<file path="src/rtl/blk_task_scheduler_pkg.sv">
// Shared definitions for the task scheduler: register offsets, IRQ bit indices
// and the sequencing FSM state type.
package blk_sched_pkg;

  localparam logic [7:0] REG_CTRL      = 8'h00;
  localparam logic [7:0] REG_STATUS    = 8'h04;
  localparam logic [7:0] REG_PARAMS_LO = 8'h08;
  localparam logic [7:0] REG_PARAMS_HI = 8'h0C;
  localparam logic [7:0] REG_PUSH      = 8'h10;
  localparam logic [7:0] REG_DONE_CNT  = 8'h14;
  localparam logic [7:0] REG_IRQ_STS   = 8'h18;

  localparam int IRQ_DONE     = 0;
  localparam int IRQ_TIMEOUT  = 1;
  localparam int IRQ_OVERFLOW = 2;

  typedef enum logic [1:0] {
    IDLE,
    START,
    RUN
  } sched_state_t;

endpackage

</file>
<file path="src/rtl/blk_task_scheduler_if.sv">
// ICB command/response bundle between the SoC interconnect (master) and the
// task scheduler register port (slave).
interface blk_task_scheduler_if;
  logic [31:0] cmd_addr;
  logic        cmd_read;
  logic [31:0] cmd_wdata;
  logic [3:0]  cmd_wmask;
  logic        cmd_valid;
  logic        cmd_ready;
  logic [31:0] rsp_rdata;
  logic        rsp_err;
  logic        rsp_valid;
  logic        rsp_ready;

  modport master (
    output cmd_addr, cmd_read, cmd_wdata, cmd_wmask, cmd_valid, rsp_ready,
    input  cmd_ready, rsp_rdata, rsp_err, rsp_valid
  );

  modport slave (
    input  cmd_addr, cmd_read, cmd_wdata, cmd_wmask, cmd_valid, rsp_ready,
    output cmd_ready, rsp_rdata, rsp_err, rsp_valid
  );
endinterface

</file>
<file path="src/rtl/blk_task_scheduler_fifo.sv">
// Synchronous task FIFO (WIDTH x DEPTH, DEPTH a power of two) with flush and
// simultaneous push/pop; push when full and pop when empty are ignored.
module blk_sched_fifo #(
  parameter int WIDTH = 64,
  parameter int DEPTH = 4
) (
  input  logic                   clk,
  input  logic                   rst,
  input  logic                   flush,
  input  logic                   push,
  input  logic                   pop,
  input  logic [WIDTH-1:0]       wdata,
  output logic [WIDTH-1:0]       rdata,
  output logic                   full,
  output logic                   empty,
  output logic [$clog2(DEPTH):0] count
);

  localparam int AW = $clog2(DEPTH);
  localparam int CW = AW + 1;

  logic [WIDTH-1:0] mem [DEPTH];
  logic [AW-1:0]    wr_ptr;
  logic [AW-1:0]    rd_ptr;
  logic             do_push;
  logic             do_pop;

  assign full    = (count == CW'(DEPTH));
  assign empty   = (count == '0);
  assign do_push = push && !full;
  assign do_pop  = pop && !empty;
  assign rdata   = mem[rd_ptr];

  // Pointers wrap naturally because DEPTH is a power of two.
  always_ff @(posedge clk or posedge rst) begin
    if (rst) begin
      wr_ptr <= '0;
      rd_ptr <= '0;
      count  <= '0;
    end else if (flush) begin
      wr_ptr <= '0;
      rd_ptr <= '0;
      count  <= '0;
    end else begin
      if (do_push) wr_ptr <= wr_ptr + AW'(1);
      if (do_pop)  rd_ptr <= rd_ptr + AW'(1);
      if (do_push && !do_pop)      count <= count + CW'(1);
      else if (do_pop && !do_push) count <= count - CW'(1);
    end
  end

  always_ff @(posedge clk) begin
    if (do_push) mem[wr_ptr] <= wdata;
  end

endmodule

</file>
<file path="src/rtl/blk_task_scheduler.sv">
// Register-programmed task scheduler driving one compute block through its
// params/start/idle/done handshake. Define BLK_SCHED_TIMEOUT_EN for the RUN watchdog.
module blk_task_scheduler
  import blk_sched_pkg::*;
#(
  parameter int PARAMS_WIDTH   = 64,
  parameter int FIFO_DEPTH     = 4,
  parameter int TIMEOUT_CYCLES = 65536
) (
  input  logic                    clk,
  input  logic                    rst,
  blk_task_scheduler_if.slave     s_icb,
  output logic [PARAMS_WIDTH-1:0] blk_params,
  output logic                    blk_start,
  input  logic                    blk_idle,
  input  logic                    blk_done,
  output logic                    irq
);

  localparam int CW = $clog2(FIFO_DEPTH) + 1;
  localparam int HW = PARAMS_WIDTH - 32;
`ifdef BLK_SCHED_TIMEOUT_EN
  localparam logic [2:0] IRQ_MASK = 3'b111;
  localparam int TW = $clog2(TIMEOUT_CYCLES + 1);
  logic [TW-1:0] timer;
`else
  localparam logic [2:0] IRQ_MASK = 3'b101;
`endif

  sched_state_t      state;
  logic              enable;
  logic [2:0]        irq_en;
  logic [2:0]        irq_sts;
  logic [31:0]       params_lo;
  logic [HW-1:0]     params_hi;
  logic [31:0]       done_cnt;

  logic                    fifo_full;
  logic                    fifo_empty;
  logic [CW-1:0]           fifo_count;
  logic [PARAMS_WIDTH-1:0] fifo_rdata;
  logic                    push;
  logic                    pop;
  logic                    flush;

  logic        hs;
  logic [7:0]  addr;
  logic [31:0] rd_data;
  logic        acc_err;
  logic        wr_ctrl, wr_lo, wr_hi, wr_push, wr_w1c, push_full;
  logic [31:0] ctrl_word, status_word, hi_word;
  logic [7:0]  count8;
  logic        done_evt, timeout_evt;
  logic [2:0]  irq_set, irq_clr;
  logic        unused_bits;

  assign hs   = s_icb.cmd_valid && s_icb.cmd_ready;
  assign addr = s_icb.cmd_addr[7:0];
  assign s_icb.cmd_ready = !s_icb.rsp_valid || s_icb.rsp_ready;

  always_comb begin
    count8 = '0;
    count8[CW-1:0] = fifo_count;
    hi_word = '0;
    hi_word[HW-1:0] = params_hi;
    ctrl_word = {21'b0, irq_en, 7'b0, enable};
    status_word = {23'b0, (state != IDLE), count8};
  end

  // Address decode; misaligned, unmapped, RO-write and full-PUSH all error out.
  always_comb begin
    rd_data   = '0;
    acc_err   = 1'b0;
    wr_ctrl   = 1'b0;
    wr_lo     = 1'b0;
    wr_hi     = 1'b0;
    wr_push   = 1'b0;
    wr_w1c    = 1'b0;
    push_full = 1'b0;
    if (addr[1:0] != 2'b00) begin
      acc_err = 1'b1;
    end else begin
      case (addr)
        REG_CTRL:      if (s_icb.cmd_read) rd_data = ctrl_word; else wr_ctrl = 1'b1;
        REG_STATUS:    if (s_icb.cmd_read) rd_data = status_word; else acc_err = 1'b1;
        REG_PARAMS_LO: if (s_icb.cmd_read) rd_data = params_lo; else wr_lo = 1'b1;
        REG_PARAMS_HI: if (s_icb.cmd_read) rd_data = hi_word; else wr_hi = 1'b1;
        REG_PUSH: begin
          if (!s_icb.cmd_read) begin
            if (fifo_full) begin
              acc_err   = 1'b1;
              push_full = 1'b1;
            end else begin
              wr_push = 1'b1;
            end
          end
        end
        REG_DONE_CNT:  if (s_icb.cmd_read) rd_data = done_cnt; else acc_err = 1'b1;
        REG_IRQ_STS:   if (s_icb.cmd_read) rd_data = {29'b0, irq_sts}; else wr_w1c = 1'b1;
        default:       acc_err = 1'b1;
      endcase
    end
    if (acc_err) rd_data = '0;
  end

  assign push  = hs && wr_push;
  assign flush = hs && wr_ctrl && s_icb.cmd_wdata[1];
  assign pop   = (state == IDLE) && enable && !fifo_empty && blk_idle;

  assign done_evt = (state == RUN) && blk_done;
`ifdef BLK_SCHED_TIMEOUT_EN
  assign timeout_evt = (state == RUN) && !blk_done && (timer == TW'(TIMEOUT_CYCLES - 1));
  assign unused_bits = ^{s_icb.cmd_wmask, s_icb.cmd_addr[31:8]};
`else
  assign timeout_evt = 1'b0;
  assign unused_bits = ^{s_icb.cmd_wmask, s_icb.cmd_addr[31:8], 32'(TIMEOUT_CYCLES)};
`endif

  always_comb begin
    irq_set = '0;
    irq_set[IRQ_DONE]     = done_evt;
    irq_set[IRQ_TIMEOUT]  = timeout_evt;
    irq_set[IRQ_OVERFLOW] = hs && push_full;
    irq_set = irq_set & IRQ_MASK;
    irq_clr = (hs && wr_w1c) ? s_icb.cmd_wdata[2:0] : 3'b000;
  end

  assign irq = |(irq_sts & irq_en);

  blk_sched_fifo #(
    .WIDTH (PARAMS_WIDTH),
    .DEPTH (FIFO_DEPTH)
  ) u_fifo (
    .clk   (clk),
    .rst   (rst),
    .flush (flush),
    .push  (push),
    .pop   (pop),
    .wdata ({params_hi, params_lo}),
    .rdata (fifo_rdata),
    .full  (fifo_full),
    .empty (fifo_empty),
    .count (fifo_count)
  );

  // One outstanding transaction: the response holds until the master accepts it.
  always_ff @(posedge clk or posedge rst) begin
    if (rst) begin
      s_icb.rsp_valid <= 1'b0;
      s_icb.rsp_rdata <= '0;
      s_icb.rsp_err   <= 1'b0;
    end else if (hs) begin
      s_icb.rsp_valid <= 1'b1;
      s_icb.rsp_rdata <= rd_data;
      s_icb.rsp_err   <= acc_err;
    end else if (s_icb.rsp_ready) begin
      s_icb.rsp_valid <= 1'b0;
    end
  end

  always_ff @(posedge clk or posedge rst) begin
    if (rst) begin
      enable    <= 1'b0;
      irq_en    <= '0;
      params_lo <= '0;
      params_hi <= '0;
      irq_sts   <= '0;
    end else begin
      if (hs && wr_ctrl) begin
        enable <= s_icb.cmd_wdata[0];
        irq_en <= s_icb.cmd_wdata[10:8] & IRQ_MASK;
      end
      if (hs && wr_lo) params_lo <= s_icb.cmd_wdata;
      if (hs && wr_hi) params_hi <= s_icb.cmd_wdata[HW-1:0];
      irq_sts <= (irq_sts & ~irq_clr) | irq_set;
    end
  end

  // Sequencing FSM; a new task is only popped once the FSM is back in IDLE.
  always_ff @(posedge clk or posedge rst) begin
    if (rst) begin
      state      <= IDLE;
      blk_start  <= 1'b0;
      blk_params <= '0;
      done_cnt   <= '0;
`ifdef BLK_SCHED_TIMEOUT_EN
      timer      <= '0;
`endif
    end else begin
      blk_start <= 1'b0;
      case (state)
        IDLE: begin
          if (pop) begin
            blk_params <= fifo_rdata;
            blk_start  <= 1'b1;
            state      <= START;
          end
        end
        START: begin
          state <= RUN;
`ifdef BLK_SCHED_TIMEOUT_EN
          timer <= '0;
`endif
        end
        RUN: begin
          if (done_evt) begin
            done_cnt <= done_cnt + 32'd1;
            state    <= IDLE;
          end else if (timeout_evt) begin
            state <= IDLE;
          end
`ifdef BLK_SCHED_TIMEOUT_EN
          else begin
            timer <= timer + TW'(1);
          end
`endif
        end
        default: state <= IDLE;
      endcase
    end
  end

endmodule
</file>
<file path="src/flat_wrapper.sv">
// flat-port wrapper written by rule: the top's interface ports become plain ports
module blk_task_scheduler_flat import blk_sched_pkg::*;
#(
  parameter int PARAMS_WIDTH   = 64,
  parameter int FIFO_DEPTH     = 4,
  parameter int TIMEOUT_CYCLES = 65536
)
  (clk, rst, blk_params, blk_start, blk_idle, blk_done, irq, s_icb_cmd_addr, s_icb_cmd_read, s_icb_cmd_wdata, s_icb_cmd_wmask, s_icb_cmd_valid, s_icb_rsp_ready, s_icb_cmd_ready, s_icb_rsp_rdata, s_icb_rsp_err, s_icb_rsp_valid);
  blk_task_scheduler_if s_icb_i ();
  input  logic clk;
  input  logic rst;
  output logic [PARAMS_WIDTH-1:0] blk_params;
  output logic blk_start;
  input  logic blk_idle;
  input  logic blk_done;
  output logic irq;
  input wire logic [$bits(s_icb_i.cmd_addr)-1:0] s_icb_cmd_addr;
  input wire logic [$bits(s_icb_i.cmd_read)-1:0] s_icb_cmd_read;
  input wire logic [$bits(s_icb_i.cmd_wdata)-1:0] s_icb_cmd_wdata;
  input wire logic [$bits(s_icb_i.cmd_wmask)-1:0] s_icb_cmd_wmask;
  input wire logic [$bits(s_icb_i.cmd_valid)-1:0] s_icb_cmd_valid;
  input wire logic [$bits(s_icb_i.rsp_ready)-1:0] s_icb_rsp_ready;
  output wire logic [$bits(s_icb_i.cmd_ready)-1:0] s_icb_cmd_ready;
  output wire logic [$bits(s_icb_i.rsp_rdata)-1:0] s_icb_rsp_rdata;
  output wire logic [$bits(s_icb_i.rsp_err)-1:0] s_icb_rsp_err;
  output wire logic [$bits(s_icb_i.rsp_valid)-1:0] s_icb_rsp_valid;
  assign s_icb_i.cmd_addr = s_icb_cmd_addr;
  assign s_icb_i.cmd_read = s_icb_cmd_read;
  assign s_icb_i.cmd_wdata = s_icb_cmd_wdata;
  assign s_icb_i.cmd_wmask = s_icb_cmd_wmask;
  assign s_icb_i.cmd_valid = s_icb_cmd_valid;
  assign s_icb_i.rsp_ready = s_icb_rsp_ready;
  assign s_icb_cmd_ready = s_icb_i.cmd_ready;
  assign s_icb_rsp_rdata = s_icb_i.rsp_rdata;
  assign s_icb_rsp_err = s_icb_i.rsp_err;
  assign s_icb_rsp_valid = s_icb_i.rsp_valid;
  blk_task_scheduler #(.PARAMS_WIDTH(PARAMS_WIDTH), .FIFO_DEPTH(FIFO_DEPTH), .TIMEOUT_CYCLES(TIMEOUT_CYCLES)) u_core (.clk(clk), .rst(rst), .s_icb(s_icb_i), .blk_params(blk_params), .blk_start(blk_start), .blk_idle(blk_idle), .blk_done(blk_done), .irq(irq));
endmodule
</file>
<file path="config.mk">
export PLATFORM = sky130hd
export DESIGN_NAME = blk_task_scheduler_flat
export DESIGN_NICKNAME = d
export VERILOG_FILES = /design/src/rtl/blk_task_scheduler_pkg.sv /design/src/rtl/blk_task_scheduler_if.sv /design/src/rtl/blk_task_scheduler_fifo.sv /design/src/rtl/blk_task_scheduler.sv /design/src/flat_wrapper.sv
export SDC_FILE = /design/constraint.sdc
export NUM_CORES = 1
export LEC_CHECK = 0
export CAP_MARGIN = 20
export CORE_MARGIN = 3
export CORE_UTILIZATION = 51
export CTS_CLUSTER_SIZE = 12
export DETAILED_ROUTE_END_ITERATION = 8
export PLACE_DENSITY = 0.85
export SYNTH_ARGS = -nofsm -noshare
export SYNTH_HDL_FRONTEND = slang
export SYNTH_SLANG_ARGS = --single-unit
export TNS_END_PERCENT = 30
</file>
<file path="constraint.sdc">
create_clock -name clk -period 7.3 [get_ports clk]
set_clock_uncertainty 0.15 [all_clocks]
set_input_delay 1.825 -clock clk [delete_from_list [all_inputs] [get_ports clk]]
set_output_delay 1.825 -clock clk [all_outputs]
set_load 0.01 [all_outputs]
</file>
==> out/metrics.csv, run 1 <==
stage,metric,value,unit
status,status,finished clean,
floorplan,core,35000,um^2
timing,worst_pin_slew,1.02,ns
finish,fin_cells,1660,
setup_path,r2r-start,u_core.s_icb.rsp_valid,
timing,final-hold-violation-count,0,
finish,fill_cells,2397,
timing,maxSlewViolCount,0,
global_route,grt_usage,0.207,
detailed_routing,dr.pass1.iters,5,
logic_synthesis,syn_area,18300,um^2
global_route,grt_max_degree,96,
timing,tns,0,ns
logic_synthesis,ys_types,51,
clock_tree,cts_sinks,466,
pwr,seq_power_share,0.539,
place,dp.cells,1573,
pwr,p_sw_frac,0.199,
worst_hold_path,hp-class,reg -> reg,
finish,drive_gt1_frac,0.243,
clock_tree,cts_setup_buffers,0,
worst_hold_path,whs_endpoint,u_core.done_cnt[31],
global_route,grt_pass1_wl,61000,um
floorplan,dieWidth,195,um
logic_synthesis,ys_ff_latch,466,
logic_synthesis,synth_warnings,0,
timing,maxSlewHeadroom,0.317,
detailed_routing,wl_per_cell,23.7,um
finish,mostFrequentLayoutCells,"edfxtp_1, dfrtp_1, clkdlybuf4s50_1",
place,dpl.hpwl,23800,um
run,cap_violations,0,
finish,nets,1250,
setup_path,required,5.33,ns
pwr,power_frac_comb,0.031,
place,io_buffers,147,
clock_tree,hold_buffers,0,
detailed_routing,route.detailed.drc,0,
floorplan,die_area,38100,um^2
logic_synthesis,syn_avg_cell_area,18.1,um^2
timing,setup_viol,0,
setup_path,worst_setup_path_start_kind,input pin,
worst_hold_path,holdCritStartpoint,u_core.done_cnt[31],
logic_synthesis,syn-num-nets,1092,
timing,fmax,199,MHz
finish,diodes,0,
clock_tree,clk_pin_slew,0.06,ns
detailed_routing,vias,9990,
global_route,grt-ovfl-total,0,
timing,post-route-min-period,5.01,ns
timing,rsz0062_at_grt,false,
clock_tree,cts.path.max_buffers,3,
pwr,p_leak,8.66,nW
floorplan,rows,68,
finish,final_common_cell,edfxtp_1,
logic_synthesis,synth_edf_count,256,
clock_tree,ctsResizeCount,0,
clock_tree,cts_tree,built,
pwr,p_int,4.18,mW
floorplan,start_util,0.523,
worst_hold_path,hold_depth,1,
setup_path,critical_path_arrival,3.04,ns
pwr,p_switching,1.04,mW
floorplan,chipHeight,195,um
detailed_routing,first_iter_violations,865,
setup_path,crit_fanout,6,
detailed_routing,finalWirelength,39300,um
clock_tree,cts-root-buf,clkbuf_16,
clock_tree,clkLatencyLatePin,0.54,ns
detailed_routing,ant_nets,0,
logic_synthesis,ys.flop_type,edfxtp_1,
logic_synthesis,synthCells,1010,
logic_synthesis,yosysSeqAreaShare,0.708,
timing,period_share,0.687,
setup_path,worst-setup-path-type,in -> out,
setup_path,worstReg2RegEnd,u_core.u_fifo.mem[0][40],
global_route,antenna_found_initial,1,
setup_path,endpoint_kind,output pin,
pwr,p_per_area,240,nW/um^2
clock_tree,numCtsBuffers,47,
clock_tree,h-tree-depth,2,
detailed_routing,routed_via_density,6.02,
floorplan,ios,176,
pwr,irDropWorstVdd,0.179,mV
logic_synthesis,async_flop_share,0.451,
finish,syn_to_final_growth,18.9,%
setup_path,reg2reg_depth,5,
pwr,clkPwrFrac,0.431,
setup_path,rrSetupSlack,4.23,ns
place,place_congestion,0.843,
global_route,grt_pass1_vias,10400,
[cell usage after synthesis, drive strengths merged (14+ instances only)]
master   count  share of area
nand3       16         0.0044
mux2       132          0.081
buf         30         0.0082
edfxtp     256           0.42
dfrtp      210           0.29
mux4        65          0.080
nand2       17         0.0035
nor2        15         0.0031
clkbuf      26         0.0053
xnor2       25          0.012
o2bb2ai     29          0.014
a22o        35          0.017
nand4       14         0.0051
a22oi       28          0.012
[worst max-delay path by stage]
stage                           start                        to  slack [ns]  cells past startpoint
floorplan           s_icb_cmd_addr[5]   u_core.u_fifo.mem[0][0]        2.46                      5
global placement    s_icb_cmd_addr[3]  u_core.u_fifo.mem[0][38]        2.13                      6
detailed placement  s_icb_cmd_addr[3]  u_core.u_fifo.mem[0][39]        2.10                      6
CTS                   s_icb_rsp_ready           s_icb_cmd_ready        2.28                      3
global route          s_icb_rsp_ready           s_icb_cmd_ready        2.20                      3
finish                s_icb_rsp_ready           s_icb_cmd_ready        2.29                      3
[power by group through the flow]
stage          registers, mW  logic (mW)  clock network [mW]
6_report                2.81       0.159                2.25
5_1_grt                 2.81       0.173                2.39
4_1_cts                 2.81       0.162                2.29
3_5_place_dp            2.86       0.160                   0
3_3_place_gp            2.86       0.156                   0
2_1_floorplan           2.85      0.0802                   0
[metrics by stage]
step / instance area, um^2 / setup slack [ns] / hold slack, ns / power (mW) / util
after global routing: 21700 / 2.20 / 0.347 / 5.38 / 0.621
after CTS: 21700 / 2.28 / 0.335 / 5.26 / 0.620
after detailed placement: 20300 / 2.10 / 0.316 / 3.02 / 0.579
final: 21700 / 2.29 / 0.332 / 5.21 / 0.621
after floorplan: 18300 / 2.46 / 0.292 / 2.93 / -
after global placement: 20300 / 2.13 / 0.311 / 3.01 / 0.579
[worst max-delay path, cell delays in order]
cell             delay, ns
clkdlybuf4s50_1       0.44
nand2b_1              0.20
clkdlybuf4s50_1       0.57
[cells by family after synthesis]
family,after synthesis,share of synthesized area
compound gates,108,0.0481
buf+inv,68,0.0160
simple gates,125,0.0420
flops,466,0.708
fa+ha+maj,7,0.00520
xor+xnor,36,0.0173
mux,200,0.163
[registers in the layout, indices dropped and copies added (netlist names)]
signal                  cells
u_core.s_icb.rsp_rdata     32
u_core.irq_en               2
u_core.done_cnt            32
u_core.params_lo           32
u_core.s_icb.rsp_err        1
u_core.blk_start            1
u_core.enable               1
u_core.u_fifo.rd_ptr        2
u_core.irq_sts              3
u_core.u_fifo.mem         256
u_core.blk_params          64
u_core.hi_word             32
u_core.state                2
u_core.u_fifo.count         3
u_core.u_fifo.wr_ptr        2
u_core.s_icb.rsp_valid      1
[routing by layer]
metal | part of all wire | track usage
met1 | 0.41 | 0.282
met2 | 0.49 | 0.338
met3 | 0.062 | 0.0412
met4 | 0.030 | 0.0687
met5 | 0.00031 | 0
[final cells by class]
class / count / area (um^2) / area share
Clock buffer: 80 / 1380 / 0.0636
Clock inverter: 6 / 51.3 / 0.00236
Inverter: 12 / 48.8 / 0.00225
Multi-Input combinational cell: 476 / 5080 / 0.234
Sequential cell: 466 / 12900 / 0.596
Tap cell: 455 / 569 / 0.0262
Timing Repair Buffer: 165 / 1650 / 0.0759
No activity file was read; power rests on OpenSTA's default activity.
==> inputs of run 2 (changes only) <==
clock period = 4.18 ns   (was 7.3 ns; I/O delays follow)
==> run 2 against run 1 <==
Net effect:
- sequential power grew 75%
- first-iteration DRC count grew 4.4%
- setup slack lost 1.6 ns
- highest routed layer is now met4
- sequential cell count is the same
- via count grew 1.0%
- total power grew 74%
- final area grew 0.71%
- clock power grew 71%
- worst hold slack lost 0.0072 ns
==> out/metrics.csv, run 2 (synthesis gave the netlist of run 1 again) <==
stage,metric,value,unit,change
timing,final-hold-violation-count,0,,unchanged
timing,fmax,290,MHz,
timing,post-route-min-period,3.45,ns,
clock_tree,hold_buffers,0,,unchanged
worst_hold_path,hold_depth,1,,unchanged
place,place_congestion,0.859,,+1.8%
timing,worst_pin_slew,0.989,ns,-0.0355 ns
finish,drive_gt1_frac,0.252,,+0.00869
timing,maxSlewHeadroom,0.341,,+0.0237
setup_path,rrSetupSlack,1.53,ns,-2.70 ns
setup_path,critical_path_arrival,2.26,ns,-0.78 ns
clock_tree,cts_sinks,466,,unchanged
timing,rsz0062_at_grt,false,,
floorplan,start_util,0.523,,unchanged
setup_path,crit_fanout,6,,unchanged
setup_path,worstReg2RegEnd,u_core.u_fifo.count[2],,
detailed_routing,route.detailed.drc,0,,unchanged
finish,multi_input_area,5080,um^2,unchanged
detailed_routing,ant_nets,0,,unchanged
place,io_buffers,147,,unchanged
clock_tree,clkLatencyLatePin,0.55,ns,about the same
worst_hold_path,hp-class,reg -> reg,,
setup_path,worst_setup_path_start_kind,input pin,,
finish,final-seq-area,12900,um^2,unchanged
global_route,antenna_found_initial,0,,-1
detailed_routing,first_iter_violations,903,,+4.4%
pwr,irDropWorstVdd,0.327,mV,+83%
global_route,grt_pass1_wl,61000,um,+0.10%
finish,largest_register,u_core.u_fifo.mem,,
pwr,p_per_area,413,nW/um^2,+72%
floorplan,rows,68,,unchanged
finish,utilization,0.626,,+0.00444
setup_path,worst-path-buf-inv,2,,unchanged
finish,syn_to_final_growth,19.7,%,
setup_path,path_cells,clkdlybuf4s50_1 -> nand2b_1 -> clkdlybuf4s50_1,,
place,dpl.hpwl,23900,um,+0.62%
clock_tree,h-tree-depth,2,,unchanged
setup_path,cpMostUsedCell,clkdlybuf4s50_1,,
finish,diodes,0,,unchanged
clock_tree,cts-root-buf,clkbuf_16,,
setup_path,cpPeakStageDelay,0.57,ns,about the same
status,status,finished clean,,
setup_path,reg2reg_depth,8,,+3
finish,mostFrequentLayoutCells,"edfxtp_1, dfrtp_1, clkdlybuf4s50_1",,
floorplan,die_area,38100,um^2,unchanged
floorplan,ios,176,,unchanged
pwr,p_leak,8.71,nW,+0.67%
detailed_routing,wl_met3,2790,um,+14%
floorplan,core,35000,um^2,unchanged
floorplan,dieWidth,195,um,unchanged
global_route,grt_pass1_vias,10600,,+1.5%
timing,setup_viol,0,,unchanged
detailed_routing,routed_via_density,6.03,,+0.20%
setup_path,required,2.98,ns,-2.35 ns
floorplan,chipHeight,195,um,unchanged
run,cap_violations,0,,unchanged
clock_tree,numCtsBuffers,47,,unchanged
finish,final_common_cell,edfxtp_1,,
worst_hold_path,holdCritStartpoint,u_core.done_cnt[31],,
setup_path,worst-setup-path-type,in -> out,,
finish,fin_area,21900,um^2,+0.71%
detailed_routing,vias,10100,,+1.0%
finish,largest_reg_flops,256,,unchanged
finish,fill_cells,2335,,-2.6%
clock_tree,ctsResizeCount,0,,unchanged
setup_path,slowest_stage,clkdlybuf4s50_1,,
detailed_routing,highest_layer,met4,,
worst_hold_path,whs_endpoint,u_core.done_cnt[31],,
timing,period_share,0.826,,
detailed_routing,met2_length,19100,um,-1.7%
setup_path,endpoint_kind,output pin,,
finish,largestRegisters,"u_core.u_fifo.mem: 256 flops, u_core.blk_params: 64 flops",,
setup_path,r2r-start,u_core.u_fifo.count[1],,
detailed_routing,wl_per_cell,23.3,um,-1.7%
place,place_area,20500,um^2,+1.0%
clock_tree,cts_setup_buffers,0,,unchanged
setup_path,critPathTopFamily,buffers and inverters,,
finish,nets,1262,,+0.96%
detailed_routing,drt-met1-wl,15900,um,-2.2%
detailed_routing,dr.pass1.iters,5,,unchanged
clock_tree,cts.path.max_buffers,3,,unchanged
global_route,grt_usage,0.206,,-0.000984
timing,tns,0,ns,unchanged
global_route,grt-ovfl-total,0,,unchanged
clock_tree,cts_tree,built,,
detailed_routing,finalWirelength,39000,um,-0.86%
timing,maxSlewViolCount,0,,unchanged
clock_tree,clk_pin_slew,0.06,ns,about the same
global_route,grt_max_degree,67,,-30%
-- run 2: metrics by stage --
step | setup WS [ns] | instances | power [mW] | hold WS [ns]
after CTS | 0.720 | 1674 | 9.12 | 0.326
after global placement | 0.547 | 1586 | 5.27 | 0.312
final | 0.727 | 1674 | 9.04 | 0.325
after floorplan | 0.118 | 1010 | 5.13 | 0.292
after global routing | 0.661 | 1674 | 9.33 | 0.339
after detailed placement | 0.450 | 1586 | 5.28 | 0.308
-- run 2: where the power goes --
part | total, mW | internal [mW] | switching (mW)
sequential | 4.91 | 4.86 | 0.0449
combinational | 0.283 | 0.140 | 0.143
clock | 3.85 | 2.20 | 1.66
-- run 2: metal layers --
metal	global-route usage	vias to the layer above
met5	0	-
met4	0.0724	0
met3	0.0416	88
met2	0.330	420
met1	0.285	5263
li1	-	4323
-- run 2: final cells by class --
cell class                      instances  share of cell area
Sequential cell                       466               0.592
Multi-Input combinational cell        476               0.232
Timing Repair Buffer                  177              0.0838
Clock buffer                           81              0.0619
Tap cell                              455              0.0260
Clock inverter                          7             0.00229
Inverter                               12             0.00223
-- run 2: worst max-delay path by stage --
stage	from	endpoint	slack, ns	cells after the start
6_report	s_icb_rsp_ready	s_icb_cmd_ready	0.73	3
5_1_grt	s_icb_rsp_ready	s_icb_cmd_ready	0.66	3
4_1_cts	s_icb_rsp_ready	s_icb_cmd_ready	0.72	3
3_5_place_dp	s_icb_cmd_addr[5]	u_core.u_fifo.mem[2][21]	0.45	6
3_3_place_gp	s_icb_cmd_addr[5]	u_core.u_fifo.mem[2][53]	0.55	6
2_1_floorplan	s_icb_cmd_addr[5]	u_core.u_fifo.mem[0][0]	0.12	5
==> inputs of run 3 (changes only) <==
clock period = 2.9 ns   (was 4.18 ns; I/O delays follow)
==> run 3 against run 2 <==
Net effect:
- final area increased by 1.9%
- clock power increased by 49%
- combinational power increased by 56%
- register-to-register slack got worse by 1.2 ns
- critical endpoint is now u_core.u_fifo.count[2]
==> out/metrics.csv, run 3 (synthesis gave the netlist of run 1 again) <==
stage,metric,value,unit,change
status,status,finished clean,,
worst_hold_path,hp-class,reg -> reg,,
detailed_routing,wl_per_cell,24.0,um,+2.8%
finish,drive_gt1_frac,0.269,,+0.0174
global_route,grt_usage,0.214,,+0.00891
floorplan,start_util,0.523,,unchanged
global_route,grt-ovfl-total,0,,unchanged
finish,nets,1292,,+2.4%
pwr,irDropWorstVdd,0.456,mV,+40%
finish,fin_cells,1703,,+1.7%
global_route,grt_pass1_vias,10900,,+2.7%
timing,setup_viol,0,,unchanged
finish,final_common_cell,edfxtp_1,,
place,dp.cells,1616,,+1.9%
clock_tree,clk_pin_slew,0.06,ns,about the same
setup_path,crit_fanout,5,,-1
setup_path,critical_path_arrival,2.87,ns,+0.61 ns
detailed_routing,finalWirelength,40800,um,+4.6%
timing,post-route-min-period,2.61,ns,
detailed_routing,vias,10200,,+1.4%
clock_tree,cts-root-buf,clkbuf_16,,
floorplan,ios,176,,unchanged
floorplan,die_area,38100,um^2,unchanged
finish,diodes,0,,unchanged
timing,final-hold-violation-count,0,,unchanged
timing,period_share,0.899,,
timing,maxSlewViolCount,0,,unchanged
global_route,grt_pass1_wl,63400,um,+3.8%
detailed_routing,routed_via_density,6.01,,-0.28%
timing,rsz0062_at_grt,false,,
finish,largest_reg_flops,256,,unchanged
clock_tree,cts_setup_buffers,0,,unchanged
setup_path,slowest_stage,or3b_2,,
finish,mostFrequentLayoutCells,"edfxtp_1, dfrtp_1, clkdlybuf4s50_1",,
place,io_buffers,147,,unchanged
timing,maxSlewHeadroom,0.564,,+0.224
timing,worst_pin_slew,0.654,ns,-0.335 ns
clock_tree,hold_buffers,0,,unchanged
detailed_routing,first_iter_violations,834,,-7.6%
pwr,p_leak,8.94,nW,+2.6%
clock_tree,cts_sinks,466,,unchanged
detailed_routing,ant_nets,0,,unchanged
clock_tree,h-tree-depth,2,,unchanged
place,place_congestion,0.883,,+2.9%
floorplan,core,35000,um^2,unchanged
setup_path,cpPeakStageDelay,0.56,ns,about the same
global_route,grt_max_degree,113,,+69%
place,dp_slack,-0.210,ns,-0.660 ns
finish,largestRegisters,"u_core.u_fifo.mem: 256 flops, u_core.blk_params: 64 flops",,
finish,largest_register,u_core.u_fifo.mem,,
detailed_routing,dr.pass1.iters,5,,unchanged
clock_tree,cts_tree,built,,
pwr,p_per_area,594,nW/um^2,+44%
floorplan,dieWidth,195,um,unchanged
place,dpl.hpwl,25200,um,+5.3%
floorplan,rows,68,,unchanged
setup_path,endpoint_kind,flop,,
setup_path,worst-setup-path-type,reg -> reg,,
setup_path,required,3.16,ns,+0.18 ns
timing,fmax,383,MHz,
global_route,antenna_found_initial,0,,unchanged
finish,syn_to_final_growth,22.0,%,
clock_tree,clkLatencyLatePin,0.53,ns,-0.02 ns
run,cap_violations,0,,unchanged
timing,setup_ws,0.292,ns,-0.436 ns
pwr,power,13.2,mW,+46%
floorplan,chipHeight,195,um,unchanged
setup_path,path_cells,or3b_2 -> and3_1 -> ha_1 -> fa_1 -> xnor2_1 -> nor2_1 -> xnor2_1 -> nor2_1,,
setup_path,worst_setup_path_start_kind,flop,,
clock_tree,cts.path.max_buffers,3,,unchanged
clock_tree,numCtsBuffers,47,,unchanged
detailed_routing,route.detailed.drc,0,,unchanged
-- run 3: through the flow --
stage	area [um^2]	utilization	hold slack, ns	TNS, ns
final	22300	0.637	0.324	0
after floorplan	18300	-	0.292	-184.29
after global routing	22300	0.637	0.325	0
after global placement	20800	0.596	0.307	-7.94
after detailed placement	20800	0.596	0.312	-18.24
after CTS	22300	0.637	0.320	0
-- run 3: path summary, 6_finish.rpt --
check	from	to	slack, ns	cells past startpoint
setup reg to reg	u_core.u_fifo.count[2]	u_core.u_fifo.count[2]	0.29	8
hold reg to reg	u_core.done_cnt[31]	u_core.done_cnt[31]	0.32	1
hold / removal	u_core.done_cnt[31]	u_core.done_cnt[31]	0.32	1
min in group asynchronous	rst	u_core.params_lo[30]	0.55	3
setup / recovery	u_core.u_fifo.count[2]	u_core.u_fifo.count[2]	0.29	8
max in group asynchronous	rst	u_core.blk_params[16]	1.50	3
-- run 3: where the power goes --
group	internal, mW	switching [mW]
sequential	7.01	0.0508
clock	3.39	2.34
combinational	0.217	0.224
total	10.6	2.61
-- run 3: repair_timing --
| action | CTS | global route |
|---|---|---|
| endpoints found under the setup margin | 0 | 1 |
| resized for setup | 0 | 1 |
| endpoints found under the hold margin | 0 | 0 |
-- run 3: worst max-delay path, delay by kind of cell, from the launching register on --
kind,cells,cell delay (ns)
xor gates and xnor gates,2,0.27
and+or+nand+nor,4,1.00
adders and majority gates,2,0.63
DFF,1,0.44
-- run 3: cell type report --
class                   instances  area [um^2]
clock inverters                 5         80.1
clock buffers                  82         1380
inverters                      12         48.8
multi-input cells             476         5080
fillers                      2349        12700
repair buffers                207         2190
flip-flops and latches        466        12900
well taps                     455          569
-- run 3: metal layers --
| metal | routed length [um] | up-vias | global-route usage |
|---|---|---|---|
| li1 | - | 4388 | - |
| met1 | 16800 | 5357 | 0.297 |
| met2 | 20400 | 424 | 0.356 |
| met3 | 2760 | 71 | 0.0378 |
| met4 | 837 | 0 | 0.0594 |
| met5 | 0 | - | 0 |
